==> src/rtl/text_line_renderer.sv <==
`default_nettype none
// ============================================================================
//  Module   : text_line_renderer
//  Purpose  : Renders the HUD text words as one line of 8x16 glyphs on the
//             VGA raster. A per-frame shadow copy of the text words keeps a
//             mid-frame update from tearing the line. Two-stage pipeline
//             around a synchronous font ROM: pixel presented in cycle N shows
//             up on text_on/text_pixel in cycle N+2.
//  Ports    :
//    Clk          in   system clock, one raster pixel per cycle
//    Reset        in   asynchronous active-high reset
//    reg_font     in   NUM_WORDS x 32-bit text words, word i at [32*i +: 32],
//                      byte0 of a word is its leftmost character
//    frame_start  in   one-cycle pulse, loads the shadow copy
//    DrawX/DrawY  in   raster coordinates of the pixel presented this cycle
//    font_addr    out  registered ROM address {code[6:0], row[3:0]}
//    font_data    in   ROM row for font_addr, valid the following cycle,
//                      bit7 is the leftmost pixel
//    text_on      out  registered: pixel lies inside the text line
//    text_pixel   out  foreground pixel, gated by text_on
//  Revision : 1.0  initial release
// ============================================================================
module text_line_renderer #(
  parameter int ORIGIN_X  = 16,
  parameter int ORIGIN_Y  = 8,
  parameter int NUM_WORDS = 7   // at most 8: character index is rx[7:3]
) (
  input  logic                      Clk,
  input  logic                      Reset,
  input  logic [32*NUM_WORDS-1:0]   reg_font,
  input  logic                      frame_start,
  input  logic [9:0]                DrawX,
  input  logic [9:0]                DrawY,
  output logic [10:0]               font_addr,
  input  logic [7:0]                font_data,
  output logic                      text_on,
  output logic                      text_pixel
);

  // Region bounds, 11 bits wide so the upper bound cannot wrap.
  localparam logic [10:0] c_X_LO = 11'(ORIGIN_X);
  localparam logic [10:0] c_X_HI = 11'(ORIGIN_X + 32 * NUM_WORDS);
  localparam logic [10:0] c_Y_LO = 11'(ORIGIN_Y);
  localparam logic [10:0] c_Y_HI = 11'(ORIGIN_Y + 16);

  logic [32*NUM_WORDS-1:0] r_shadow;

  logic [10:0] w_x_ext;
  logic [10:0] w_y_ext;
  logic        w_hit;
  logic [7:0]  w_rx;
  logic [3:0]  w_ry;
  logic [2:0]  w_word;
  logic [1:0]  w_byte;
  logic [2:0]  w_col;
  logic [31:0] w_word_data;
  logic [7:0]  w_char;

  logic [10:0] r_font_addr;
  logic        r_s1_hit;
  logic [2:0]  r_s1_col;
  logic        r_s1_inv;
  logic        r_text_on;
  logic [2:0]  r_s2_col;
  logic        r_s2_inv;

  // --------------------------------------------------------------------------
  // Shadow copy: only changes on frame_start, so the decode below sees the
  // old contents for the pixel presented in the same cycle as the pulse.
  // --------------------------------------------------------------------------
  always_ff @(posedge Clk or posedge Reset) begin
    if (Reset) begin
      r_shadow <= '0;
    end else if (frame_start) begin
      r_shadow <= reg_font;
    end
  end

  // --------------------------------------------------------------------------
  // Region test and character decode
  // --------------------------------------------------------------------------
  assign w_x_ext = {1'b0, DrawX};
  assign w_y_ext = {1'b0, DrawY};
  assign w_hit   = (w_x_ext >= c_X_LO) && (w_x_ext < c_X_HI) &&
                   (w_y_ext >= c_Y_LO) && (w_y_ext < c_Y_HI);

  // Only the low bits of the offsets matter inside the region; the upper
  // bits of a full subtraction would never be consumed.
  assign w_rx   = DrawX[7:0] - 8'(ORIGIN_X);
  assign w_ry   = DrawY[3:0] - 4'(ORIGIN_Y);
  assign w_word = w_rx[7:5];
  assign w_byte = w_rx[4:3];
  assign w_col  = w_rx[2:0];

  // Word index can exceed NUM_WORDS-1 outside the region; it then reads 0,
  // which is harmless because a miss forces the ROM address to 0.
  always_comb begin
    w_word_data = '0;
    for (int i = 0; i < NUM_WORDS; i++) begin
      if (w_word == 3'(i)) begin
        w_word_data = r_shadow[32*i +: 32];
      end
    end
  end

  always_comb begin
    w_char = w_word_data[7:0];
    case (w_byte)
      2'd0:    w_char = w_word_data[7:0];
      2'd1:    w_char = w_word_data[15:8];
      2'd2:    w_char = w_word_data[23:16];
      default: w_char = w_word_data[31:24];
    endcase
  end

  // --------------------------------------------------------------------------
  // Stage 1: issue ROM address, carry column/inverse alongside it
  // --------------------------------------------------------------------------
  always_ff @(posedge Clk or posedge Reset) begin
    if (Reset) begin
      r_font_addr <= '0;
      r_s1_hit    <= 1'b0;
      r_s1_col    <= '0;
      r_s1_inv    <= 1'b0;
    end else begin
      r_font_addr <= w_hit ? {w_char[6:0], w_ry} : 11'h000;
      r_s1_hit    <= w_hit;
      r_s1_col    <= w_col;
      r_s1_inv    <= w_char[7];
    end
  end

  // --------------------------------------------------------------------------
  // Stage 2: aligned with font_data returned by the ROM
  // --------------------------------------------------------------------------
  always_ff @(posedge Clk or posedge Reset) begin
    if (Reset) begin
      r_text_on <= 1'b0;
      r_s2_col  <= '0;
      r_s2_inv  <= 1'b0;
    end else begin
      r_text_on <= r_s1_hit;
      r_s2_col  <= r_s1_col;
      r_s2_inv  <= r_s1_inv;
    end
  end

  assign font_addr  = r_font_addr;
  assign text_on    = r_text_on;
  // Bit 7 is the leftmost pixel, hence the reversed column index.
  assign text_pixel = r_text_on & (font_data[3'd7 - r_s2_col] ^ r_s2_inv);

endmodule
`default_nettype wire

==> config.mk <==
export PLATFORM = sky130hd
export DESIGN_NAME = text_line_renderer
export DESIGN_NICKNAME = d
export VERILOG_FILES = /design/src/rtl/text_line_renderer.sv
export SDC_FILE = /design/constraint.sdc
export NUM_CORES = 1
export LEC_CHECK = 0
export BUFFER_PORTS_ARGS = -buffer_cell sky130_fd_sc_hd__buf_2
export CAP_MARGIN = 20
export CORE_ASPECT_RATIO = 1.2
export CORE_MARGIN = 3
export CORE_UTILIZATION = 40
export DETAILED_ROUTE_END_ITERATION = 12
export PLACE_DENSITY_LB_ADDON = 0.05
export SYNTH_ARGS = -nofsm -noshare
export SYNTH_HDL_FRONTEND = slang
export SYNTH_SLANG_ARGS = --single-unit
==> constraint.sdc <==
create_clock -name Clk -period 8.8 [get_ports Clk]
set_input_delay 1.76 -clock Clk [delete_from_list [all_inputs] [get_ports Clk]]
set_output_delay 1.76 -clock Clk [all_outputs]
set_load 0.05 [all_outputs]
== After elaboration in Yosys (flattened, before gate mapping) ==
Index checks and enable logic that the tools add are counted.
Word-level totals
  word-level logic and storage cells: 42
  input port bits: 255
  bits in registers: 245
  output and inout port bits: 13
Operators by class
  reductions and logical operators: 5
  magnitude comparators: 5
  bitwise operators: 2
  multiplexer cells: 11
  equal/unequal tests: 8
  add/sub/neg operators: 3
Operators by type and width (number)
  two-way mux 32 bit: 7
  case mux 8 bit (3 select lines): 1
  two-way mux 11 bit: 1
  >= comparator 10 x 4 -> 1 bit, second input constant: 1
  >= comparator 10 x 5 -> 1 bit, second input constant: 1
  less-than comparator 10 x 5 -> 1 bit, second input constant: 1
  less-than comparator 10 x 8 -> 1 bit, second input constant: 1
  equality test 3 bit, second input constant: 3
  subtractor 8 x 5 -> 8 bit, second input constant: 1
  equality test 3 x 2 -> 1 bit, second input constant: 2
  less-than comparator 3 x 4 -> 1 bit, second input constant: 1
  subtractor 4 bit, second input constant: 1
  binary-select mux 1 bit (select 3 bit): 1
  equality test 3 x 1 -> 1 bit, second input constant: 1
  logical AND 1 bit: 3
  logical NOT 3 bit: 1
  subtractor 3 bit, first input constant: 1
  equality test 2 x 1 -> 1 bit, second input constant: 1
  equality test 2 bit, second input constant: 1
  logical NOT 2 bit: 1
  AND 1 bit: 1
  two-way mux 1 bit: 1
  bitwise XOR 1 bit: 1

== Depth between registers and ports, before layout ==
  depth after elaboration: 11
  gate-level depth with buffers: 12
  depth with buffers taken out: 8

== Worst setup path before layout ==
No wires, ideal clock.
  path kind: input to output
  start: input font_data[0]
  end: output text_pixel
  path buffers: 0
  cell stages on the path: 4
  arrival time: 2.921 ns
  path slack: 4.119 ns
  required time: 7.040 ns
  cells stage by stage: mux4_2 -> mux2i_1 -> xnor2_1 -> and2_1
On the way
  longest elaborated chain between the ends: 4
Ends and longest elaborated chain
  from (decl): RTL line 35  | input logic [7:0] font_data,
  binary-select mux 1 bit (select 3 bit): RTL line 151  | assign text_pixel = r_text_on & (font_data[3'd7 - r_s2_col] ^ r_s2_inv);
  two-way mux 1 bit (implied by the code): RTL line 151
  bitwise XOR 1 bit: RTL line 151
  AND 1 bit: RTL line 151
  to (decl): RTL line 37  | output logic text_pixel
Every way passes these cells. The select of a mux whose other input is x is not followed.

== Worst setup path in the final report ==
  start: input DrawX[4]
  end: register r_font_addr[6] (netlist: font_addr[6])
On the way
  longest elaborated chain between the ends: 11
  elaborated cells on any way between the ends: 25
  those cells by class: add/sub (1); order compare (2); eq/ne (8); mux (9); reduce/logical (5)
Ends and longest elaborated chain
  from (decl): RTL line 32  | input logic [9:0] DrawX,
  subtractor 8 x 5 -> 8 bit: RTL line 89  | assign w_rx = DrawX[7:0] - 8'(ORIGIN_X);
  logical NOT 3 bit: RTL line 100  | if (w_word == 3'(i)) begin
  two-way mux 32 bit (7 in series): RTL line 100
  case mux 8 bit (3 select lines): RTL line 108  | case (w_byte)
  two-way mux 11 bit (*): RTL line 126  | r_font_addr <= w_hit ? {w_char[6:0], w_ry} : 11'h000;
  to (signal assigned): RTL line 126
  to (decl): RTL line 59  | logic [10:0] r_font_addr;
Every way passes the cells marked *; elsewhere a longest branch is shown, timed or not.
A chain may end at the register's enable or synchronous reset.

==> qor.txt <==
status: finished clean
initial antenna violation count: 4
die height: 191 um
GPL Wtd Cong: 0.861
skew final: 0.0107 ns
post-synth net total: 1141
Residual DRC: 0
Ports: 268
share of post-route cells with drive strength above 1: 48.6%
Comb power frac: 14.9%
Net Sw Frac: 26.6%
Switch Pwr: 0.000754 W
CP Data Arrival Time: 5.60 ns
chip width: 160 um
Die Footprint: 0.0307 mm2
sequential share of power: 46.1%
GRT Residual Overflow: 0
Detail Route Antenna Nets: 0
clock share of power: 39.0%
CP max stage cell: buf_4
number of buffers created by CTS: 28
Final period util: 58.9%
maximum number of pins on one net before global-route repair: 170
Worst R2R Start: r_shadow[150]$_DFFE_PP0P_
most frequent cells in the layout: buf_2, dfrtp_1, mux2_2
drt pass-1 iters: 6
CP Class: input port to flip-flop
DRT iter0 DRCs: 725
max cap viols: 0
HP Class: flip-flop to flip-flop
Slew Limit Headroom: 26.6%
HPWL after DPL: 25500 um
Avg WL per Cell: 23.1 um
post-CTS resize count: 0
Crit. End Element: flip-flop
number of global-route vias before repair: 8552
P&R area growth vs syn: 21.5%
#FFs+latches synth: 245
commonest non-fill, non-tap cell in the layout: buf_2
Most used DFF post-synth: dfrtp_1
critical-path maximum fanout: 66
CP Launch Type: input port
Clock Tree Buf Depth: 3
Initial Util: 40.7%
Distinct cells, synth: 72
worst-path cell chain: buf_2 -> clkinv_1 -> ha_4 -> buf_4 -> nand2_1 -> o221ai_1 -> a21oi_1 -> a311oi_1
Fin. Hold Viols: 0
Slew Viols, Final: 0
port bufs: 267
EDFF count, synth: 0
Max Fclk: 0.193 GHz
Critical Path RT: 9.22 ns
CTS clk-pin slew, worst paths: 0.06 ns
fin area: 0.0139 mm2
sequential fraction of the synthesis area: 53.6%
cell internal pwr: 0.00208 W
CP max stage delay: 0.73 ns
Hold Path End: text_on$_DFF_PP0_
area of the mapped netlist: 0.0114 mm2
gr usage total: 22.4%
WL final: 35100 um
hold path depth: 0
Leak: 6.20 nW
Post-layout nets: 1382
synthesis warning total: 0
worst reg-to-reg setup slack: 6.92 ns
fraction of registers with async set/reset: 100%
R2R depth: 6
CTS Root Cell: clkbuf_16
Max H-tree Level: 1
Syn Area/Cell: 13.0 um2
Power, Total: 0.00284 W
final setup vio count: 0
worst vdd ir: 126 uV
Post-DP Area: 0.0130 mm2
first-pass GRT wire length: 52800 um
Post-CTS Setup Inserts: 0
vias: 8384
CTS tree: yes
CTS sink cnt: 245
RR Endpoint: font_addr[10]$_DFF_PP0_
Worst Max-Slew Pin Slew: 1.10 ns
Power Density: 204 mW/mm2
Mapped Cells: 883
fin crit period: 5.18 ns
Clock Latency Late Sink: 0.54 ns
# hold bufs at CTS: 0
Vias/cell: 5.50
final setup TNS: 0 ns
min-delay src: r_s1_hit$_DFF_PP0_
RSZ-0062 raised after global routing: no
# rows: 67
Core Area: 0.0281 mm2
-- cell families (layout without fill, tap and decap cells) --
| logic type | after synthesis | in the layout | share of synthesized area [%] |
|---|---|---|---|
| multiplexers | 262 | 262 | 25.8 |
| flip-flops | 245 | 245 | 53.6 |
| AO/OA/AOI/OAI | 164 | 164 | 11.3 |
| AND/OR/NAND/NOR | 133 | 133 | 5.49 |
| buffers and inverters | 72 | 331 | 2.94 |
| XOR/XNOR | 4 | 4 | 0.536 |
| adder cells (fa/ha/maj) | 3 | 3 | 0.328 |
| other | 0 | 2 | 0 |
-- power groups by stage --
stage | registers, W | logic [W] | clock network [W]
finish | 0.00131 | 0.000423 | 0.00111
global route | 0.00132 | 0.000462 | 0.00118
CTS | 0.00131 | 0.000428 | 0.00113
detailed placement | 0.00133 | 0.000425 | 0
global placement | 0.00133 | 0.000422 | 0
floorplan | 0.00129 | 0.000284 | 0
-- layout make-up --
type	instances	area, um2
inverters	11	48.8
multi-input cells	566	4980
flip-flops and latches	245	6130
well taps	379	474
fillers	2613	14200
clock buffers	43	828
diodes	2	5.00
clock inverters	5	35.0
repair buffers	272	1400
-- how the worst max path moves through the flow --
stage,from,end,slack (ns)
after floorplan,Reset,font_addr[0]$_DFF_PP0_,0.31
after global placement,DrawX[4],font_addr[4]$_DFF_PP0_,3.14
after detailed placement,DrawX[4],font_addr[6]$_DFF_PP0_,3.07
after CTS,DrawX[4],font_addr[6]$_DFF_PP0_,3.62
after global routing,DrawX[4],font_addr[6]$_DFF_PP0_,3.36
final,DrawX[4],font_addr[6]$_DFF_PP0_,3.62
-- state kept, by name, summed over array words and instances (netlist names) --
register	flops
r_s1_col	3
r_shadow	224
r_s1_hit	1
r_s2_inv	1
r_s2_col	3
font_addr	11
r_s1_inv	1
text_on	1
-- through the flow --
step / hold slack (ns) / instances / setup slack [ns] / util (%)
detailed placement: 0.335 / 1473 / 3.07 / 46.4
CTS: 0.349 / 1521 / 3.62 / 49.5
global placement: 0.332 / 1473 / 3.14 / 46.4
floorplan: 0.331 / 883 / 0.310 / -
global route: 0.357 / 1523 / 3.36 / 49.5
finish: 0.347 / 1523 / 3.62 / 49.5
-- cell usage after synthesis, drive strengths merged, types with 3 or more instances --
cell,count,area (um2)
buf,26,164
ha,3,37.5
or2,4,25.0
o2111ai,4,35.0
mux2,226,2540
inv,9,33.8
o211ai,5,37.5
xnor2,3,33.8
a2111oi,4,35.0
a211oi,4,47.5
nand3,5,25.0
o21ai,17,96.4
o221ai,13,114
o32ai,3,26.3
mux2i,32,320
nor2,23,86.3
nor3,22,115
nand2,58,218
and2,7,43.8
a221o,4,40.0
mux4,4,90.1
a221oi,4,35.0
a211o,4,35.0
a22oi,14,105
a22o,9,78.8
a21o,6,45.0
nand2b,3,18.8
o31ai,4,30.0
o22a,13,114
o2bb2ai,3,26.3
clkbuf,35,131
o22ai,6,37.5
dfrtp,245,6130
a311oi,6,58.8
a21oi,18,90.1
nor4,4,40.0
a31oi,7,43.8
-- critical path: cells and delay by family --
family	cells	cell delay, ns
buffers and inverters	3	1.65
AO/OA/AOI/OAI	3	0.94
AND/OR/NAND/NOR	1	0.62
adder cells (fa/ha/maj)	1	0.56
-- routing by layer --
metal  vias to the layer above  share of wire (%)  track usage (%)
li1                       3794                  -                -
met1                      4223                 46             32.7
met2                       318                 45             34.7
met3                        45                7.3             4.29
met4                         4                1.8             5.28
met5                         -              0.077                0
Note: power is estimated with default switching activity, not from simulation.
